--- config.mk ---
export PLATFORM = sky130hd
export DESIGN_NAME = dma_port_arbiter
export DESIGN_NICKNAME = d
export VERILOG_FILES = /design/src/rtl/dma_arb_pkg.sv /design/src/rtl/dma_rr_picker.sv /design/src/rtl/dma_port_arbiter.sv
export SDC_FILE = /design/constraint.sdc
export NUM_CORES = 1
export LEC_CHECK = 0
export ABC_AREA = 1
export ABC_CLOCK_PERIOD_IN_PS = 3500
export BUFFER_PORTS_ARGS = -buffer_cell sky130_fd_sc_hd__buf_4
export CAP_MARGIN = 20
export CELL_PAD_IN_SITES_DETAIL_PLACEMENT = 0
export CELL_PAD_IN_SITES_GLOBAL_PLACEMENT = 2
export CORE_UTILIZATION = 32
export DETAILED_ROUTE_END_ITERATION = 12
export GPL_ROUTABILITY_DRIVEN = 0
export PLACE_DENSITY_LB_ADDON = 0.05
export SLEW_MARGIN = 20
export SYNTH_ARGS = -nofsm -noshare
export SYNTH_HDL_FRONTEND = slang
export SYNTH_HIERARCHICAL = 1
export SYNTH_SLANG_ARGS = --single-unit
--- constraint.sdc ---
create_clock -name clk -period 3.5 [get_ports clk]
set_input_delay 0.525 -clock clk [delete_from_list [all_inputs] [get_ports clk]]
set_output_delay 0.525 -clock clk [all_outputs]
set_load 0.01 [all_outputs]
--- src/rtl/dma_arb_pkg.sv ---
// dma_arb_pkg: shared FSM encoding and default sizes for the DMA port arbiter
package dma_arb_pkg;
  typedef enum logic [1:0] {ST_IDLE, ST_REQ, ST_RDATA, ST_DONE} arb_state_e;
  localparam int DEF_N_REQ = 4;
  localparam int DEF_ADDR_W = 32;
  localparam int DEF_DATA_W = 32;
  localparam int DEF_TIMEOUT = 1024;
  localparam int N_REQ_MAX = 8;
endpackage

--- src/rtl/dma_rr_picker.sv ---
// dma_rr_picker: combinational round-robin select of the next pending client
import dma_arb_pkg::*;
module dma_rr_picker #(
  parameter int N_REQ = DEF_N_REQ,
  parameter int GW = $clog2(N_REQ)
) (
  input  logic [N_REQ-1:0] pend_i,
  input  logic [GW-1:0]    last_i,
  output logic [GW-1:0]    grant_o,
  output logic             any_o
);
  logic [GW-1:0] idx;
  // Scan starting just after the last grant so every pending client gets its turn.
  always_comb begin
    grant_o = '0;
    any_o = 1'b0;
    idx = '0;
    for (int k = 1; k <= N_REQ; k++) begin
      idx = GW'((int'(last_i) + k) % N_REQ);
      if (!any_o && pend_i[idx]) begin
        grant_o = idx;
        any_o = 1'b1;
      end
    end
  end
endmodule

--- src/rtl/dma_port_arbiter.sv ---
// dma_port_arbiter: round-robin share of one Avalon-MM master among pulse-protocol clients (watchdog under DMA_ARB_TIMEOUT_EN)
import dma_arb_pkg::*;
module dma_port_arbiter #(
  parameter int N_REQ = DEF_N_REQ,
  parameter int ADDR_W = DEF_ADDR_W,
  parameter int DATA_W = DEF_DATA_W,
  parameter int TIMEOUT_CYCLES = DEF_TIMEOUT
) (
  input  logic                    clk,
  input  logic                    rst,
  input  logic [N_REQ-1:0]        req_read,
  input  logic [N_REQ-1:0]        req_write,
  input  logic [N_REQ*ADDR_W-1:0] req_addr,
  input  logic [N_REQ*DATA_W-1:0] req_writedata,
  output logic [N_REQ-1:0]        req_rdy,
  output logic [DATA_W-1:0]       req_readdata,
  output logic [N_REQ-1:0]        req_busy,
  output logic [N_REQ-1:0]        req_err,
  output logic [ADDR_W-1:0]       m_addr,
  output logic                    m_read,
  output logic                    m_write,
  output logic [DATA_W-1:0]       m_writedata,
  input  logic [DATA_W-1:0]       m_readdata,
  input  logic                    m_waitrequest,
  input  logic                    m_readdatavalid
);
  localparam int GW = $clog2(N_REQ);
  if (N_REQ < 2 || N_REQ > N_REQ_MAX || TIMEOUT_CYCLES < 1) begin : g_bad_cfg
    $error("dma_port_arbiter: unsupported configuration");
  end
  arb_state_e state_q, state_d;
  logic [GW-1:0] grant_q, grant_d, last_q, last_d, pick;
  logic any, done;
  logic [N_REQ-1:0] pend_q, pend_d, we_q, we_d, err_q, err_d;
  logic [ADDR_W-1:0] addr_q [N_REQ];
  logic [ADDR_W-1:0] addr_d [N_REQ];
  logic [DATA_W-1:0] data_q [N_REQ];
  logic [DATA_W-1:0] data_d [N_REQ];
  logic [ADDR_W-1:0] m_addr_q, m_addr_d;
  logic m_read_q, m_read_d, m_write_q, m_write_d;
  logic [DATA_W-1:0] m_wdata_q, m_wdata_d, rdata_q, rdata_d;
`ifdef DMA_ARB_TIMEOUT_EN
  localparam int TW = $clog2(TIMEOUT_CYCLES + 1);
  logic [TW-1:0] tmo_q, tmo_d;
  logic expired;
  assign expired = tmo_q == TW'(TIMEOUT_CYCLES - 1) &&
                   ((state_q == ST_REQ && m_waitrequest) || (state_q == ST_RDATA && !m_readdatavalid));
`endif
  dma_rr_picker #(.N_REQ(N_REQ), .GW(GW)) u_pick (
    .pend_i(pend_q), .last_i(last_q), .grant_o(pick), .any_o(any)
  );
  assign done = state_q == ST_DONE;
  assign req_rdy = done ? N_REQ'(1) << grant_q : '0;
  assign req_readdata = done ? rdata_q : '0;
  assign req_busy = pend_q;
  assign req_err = err_q;
  assign m_addr = m_addr_q;
  assign m_read = m_read_q;
  assign m_write = m_write_q;
  assign m_writedata = m_wdata_q;
  // Bus FSM plus strobe capture; capture runs last so a new strobe beats the DONE clear.
  always_comb begin
    state_d = state_q;
    grant_d = grant_q;
    last_d = last_q;
    pend_d = pend_q;
    we_d = we_q;
    err_d = err_q;
    addr_d = addr_q;
    data_d = data_q;
    m_addr_d = m_addr_q;
    m_read_d = m_read_q;
    m_write_d = m_write_q;
    m_wdata_d = m_wdata_q;
    rdata_d = rdata_q;
`ifdef DMA_ARB_TIMEOUT_EN
    tmo_d = (state_q == ST_REQ || state_q == ST_RDATA) ? tmo_q + 1'b1 : '0;
`endif
    case (state_q)
      ST_IDLE: if (any) begin
        grant_d = pick;
        m_addr_d = addr_q[pick];
        m_wdata_d = data_q[pick];
        m_write_d = we_q[pick];
        m_read_d = !we_q[pick];
        state_d = ST_REQ;
      end
      ST_REQ: if (!m_waitrequest) begin
        m_read_d = 1'b0;
        m_write_d = 1'b0;
        state_d = m_write_q ? ST_DONE : ST_RDATA;
      end
      ST_RDATA: if (m_readdatavalid) begin
        rdata_d = m_readdata;
        state_d = ST_DONE;
      end
      default: begin
        pend_d[grant_q] = 1'b0;
        last_d = grant_q;
        state_d = ST_IDLE;
      end
    endcase
`ifdef DMA_ARB_TIMEOUT_EN
    if (expired) begin
      m_read_d = 1'b0;
      m_write_d = 1'b0;
      err_d[grant_q] = 1'b1;
      rdata_d = '0;
      state_d = ST_DONE;
    end
`endif
    for (int i = 0; i < N_REQ; i++) begin
      if (req_read[i] || req_write[i]) begin
        if (!pend_q[i] || (done && grant_q == GW'(i))) begin
          pend_d[i] = 1'b1;
          we_d[i] = req_write[i];
          addr_d[i] = req_addr[i*ADDR_W +: ADDR_W];
          data_d[i] = req_writedata[i*DATA_W +: DATA_W];
        end else begin
          err_d[i] = 1'b1;
        end
      end
    end
  end
  // Control and bus registers; reset abandons any in-flight transfer.
  always_ff @(posedge clk) begin
    if (rst) begin
      state_q <= ST_IDLE;
      grant_q <= '0;
      last_q <= GW'(N_REQ - 1);
      pend_q <= '0;
      we_q <= '0;
      err_q <= '0;
      m_addr_q <= '0;
      m_read_q <= 1'b0;
      m_write_q <= 1'b0;
      m_wdata_q <= '0;
      rdata_q <= '0;
`ifdef DMA_ARB_TIMEOUT_EN
      tmo_q <= '0;
`endif
    end else begin
      state_q <= state_d;
      grant_q <= grant_d;
      last_q <= last_d;
      pend_q <= pend_d;
      we_q <= we_d;
      err_q <= err_d;
      m_addr_q <= m_addr_d;
      m_read_q <= m_read_d;
      m_write_q <= m_write_d;
      m_wdata_q <= m_wdata_d;
      rdata_q <= rdata_d;
`ifdef DMA_ARB_TIMEOUT_EN
      tmo_q <= tmo_d;
`endif
    end
  end
  // Command slots are plain storage, only meaningful while their pend bit is set.
  always_ff @(posedge clk) begin
    addr_q <= addr_d;
    data_q <= data_d;
  end
endmodule

==> metrics.md <==
| Metric | Value |
|---|---|
| Status | finished clean |
| Post-route ant nets | 0 |
| CP delay by family, top | simple AND/OR/NAND/NOR gates |
| Die extent in x | 217 um |
| Via Count | 11400 |
| Fmax | 359 MHz |
| Vias/cell | roughly 4.5 |
| Crit-path max FO | 28 |
| Max-slew headroom | 0.297 |
| Max-Cap Viols | 0 |
| Clock buffer depth | 3 |
| Clock Skews | 9.93 ps |
| Worst path max stage delay | around 560 ps |
| Worst Tran Pin Value | 1050 ps |
| Initial antenna violation count | 11 |
| WP data arrival | 3240 ps |
| Initial detailed-routing violation count | 592 |
| Starting Density | 0.326 |
| Setup-failing EPs final | 0 |
| IO Pins | just over 400 |
| Routed wire per std cell | 18.9 um |
| Die footprint | 0.0473 mm2 |
| Layout Nets | between 2000 and 2500 |
| Core area | 0.0456 mm2 |
| CTS tree | done |
| Vias in the first global route | 11200 |
| RSZ-0062 raised after global routing | false |
| CP Data Required Time | 3960 ps |
| Period utilization | 0.797 |
| Sequential fraction of the synthesis area | 0.674 |
| Post-route DRC | 0 |
| Hold-fix buffers, CTS | 0 |
| Final hold vios | 0 |
| Largest net degree at the start of global routing | ~120 |
| Leakage | 8.90 nW |
| PwrDens | 781 mW/mm2 |
| CP max-delay cell | dfxtp_1 |
| Crit path launch type | flip-flop |
| Most frequent cells after synthesis | nor2_1, edfxtp_1, nand2_1 |
| GRT Resource Usage Total | 0.199 |
| Dpl cells | about 2400 |
| Non-Filler Instances | ~2500 |
| Grt total ovfl | 0 |
| Reg2Reg Setup Slack | 710 ps |
| YS warnings | 6 |
| Root buf cell | clkbuf_16 |
| First-pass GRT wire length | approximately 70000 um |
| Worst-path clk slew | 60 ps |
| Fraction of layout cells with a size suffix above 1 | 0.266 |
| Synth Instances | between 1000 and 1500 |
| Final Util | 0.435 |
| Synthesized area | 0.0148 mm2 |
| Setup ws final | 712 ps |
| Synth top area cells | edfxtp_1, dfxtp_1, nor2_1 |
| Top cell type's share of synthesized area | 0.518 |
| H-tree Lvls | 2 |
| Die Y | ~220 um |
| Post-CTS resize count | 0 |
| Main synth FF type | edfxtp_1 |
| Total chip power | 15.5 mW |
| Total setup buffers inserted after CTS | 0 |
| Max rail drop VDD | 0.532 mV |
| Num CTS Buffers | 43 |
| Worst-path cell chain | inv_1 -> nand2_1 -> nand3_1 -> nand2_1 -> inv_1 -> nand3_1 -> nand3_2 -> clkinv_2 -> buf_4 -> nor2_1 -> o21ai_0 -> nand3_1 -> nand2_1 -> inv_1 |
| FF+latch count, synth | approximately 370 |
| CP Class | reg2reg |
| Detailed Place HPWL | about 31000 um |
| Share of synthesized registers carrying an async set or reset | 0 |
| Setup TNS | 0 ps |
| FP Rows | 78 |
| Syn Area/Cell | 10.0 um2 |
| Port Buffers | 409 |
| Crit. End Element | flip-flop |
| Drt pass-1 iters | 5 |
| Crit path time final | 2790 ps |
| Latest clock arrival within the worst-skew pair | 550 ps |
| Final WL | roughly 47000 um |
| Synth Net Count | 1785 |
| Post-synth EDFFs | 256 |
| Top-count cell post-synth | nor2_1 |
| Max-slew violations | 0 |
| Worst path buffer plus inverter count | 5 |
| Cell variety after synth | 24 |
| Area growth syn-to-layout | 33.5% |
| TritonCTS Sinks | 372 |
| Biggest area consumer among synthesized cells | edfxtp_1 |
| Hold Path Class | in2reg |
| Pre-CTS WS | 732 ps |
-- power breakdown --
part           total (mW)  internal, mW  switching [mW]
clock network        4.22          2.46            1.76
logic                5.54          2.04            3.50
registers            5.73          5.42           0.309
-- registers in the layout, summed over array words and instances, names as in the netlist --
| register | count |
|---|---|
| addr_q | 128 |
| data_q | 128 |
| m_addr | 32 |
| m_writedata | 32 |
| rdata_q | 32 |
| req_busy | 4 |
| req_err | 4 |
| we_q | 4 |
| grant_q | 2 |
| last_q | 2 |
| state_q | 2 |
| m_read | 1 |
| m_write | 1 |
-- per-stage QoR --
| step | area [um2] | hold slack [ps] |
|---|---|---|
| detailed placement | 18500 | 454 |
| global placement | 18500 | 453 |
| finish | 19800 | 141 |
| global route | 19800 | 114 |
| CTS | 19800 | 104 |
| floorplan | 14800 | 439 |
-- worst paths after layout --
path                               start                           to  cells after the start
setup / recovery  last_q[0]$_SDFFE_PP1N_  m_writedata[4]$_SDFFE_PP0P_                     14
hold / removal              req_addr[79]         addr_q[47]$_DFFE_PP_                      1
setup reg to reg  last_q[0]$_SDFFE_PP1N_  m_writedata[4]$_SDFFE_PP0P_                     14
hold reg to reg     we_q[1]$_SDFFE_PP0P_         we_q[1]$_SDFFE_PP0P_                      2
-- cell families after synthesis --
logic type               share of synthesized area
flip-flops                                   0.674
adder cells (fa/ha/maj)                    0.00421
AND/OR/NAND/NOR                              0.187
buffers and inverters                       0.0685
AO/OA/AOI/OAI                               0.0662
-- cells in the final DEF, fill, tap and decap left out, drive strengths merged --
cell type / n
buf: 431
nor2: 425
edfxtp: 256
nand2: 178
o21ai: 146
inv: 139
dfxtp: 116
nand3: 82
clkbuf: 61
clkinv: 20
o211ai: 19
a21oi: 16
or2: 5
ha: 5
diode: 4
o21a: 4
nand4: 3
bufinv: 1
clkinvlp: 1
-- worst reg2reg max path, delay by kind of cell (launching register included) --
| kind | cells | cell delay [ps] |
|---|---|---|
| buffers and inverters | 5 | 930 |
| AOI/OAI and AO/OA | 1 | 90 |
| and+or+nand+nor | 8 | 1110 |
| DFF | 1 | 560 |
-- final cells by class --
type | instances | area (um2)
fillers | 4474 | 25800
flip-flops and latches | 372 | 10000
multi-input cells | 883 | 3840
repair buffers | 431 | 3360
clock buffers | 61 | 1210
well taps | 600 | 751
inverters | 144 | 552
clock inverters | 17 | 96.3
diodes | 4 | 10.0
-- metal layers --
metal / share of wire / up-vias / GRT usage
li1: - / 5626 / -
met3: 0.071 / 76 / 0.0559
met5: 0.0026 / - / 0
met2: 0.46 / 319 / 0.322
met1: 0.44 / 5315 / 0.260
met4: 0.017 / 16 / 0.0542
(Power assumes the default switching activity.)
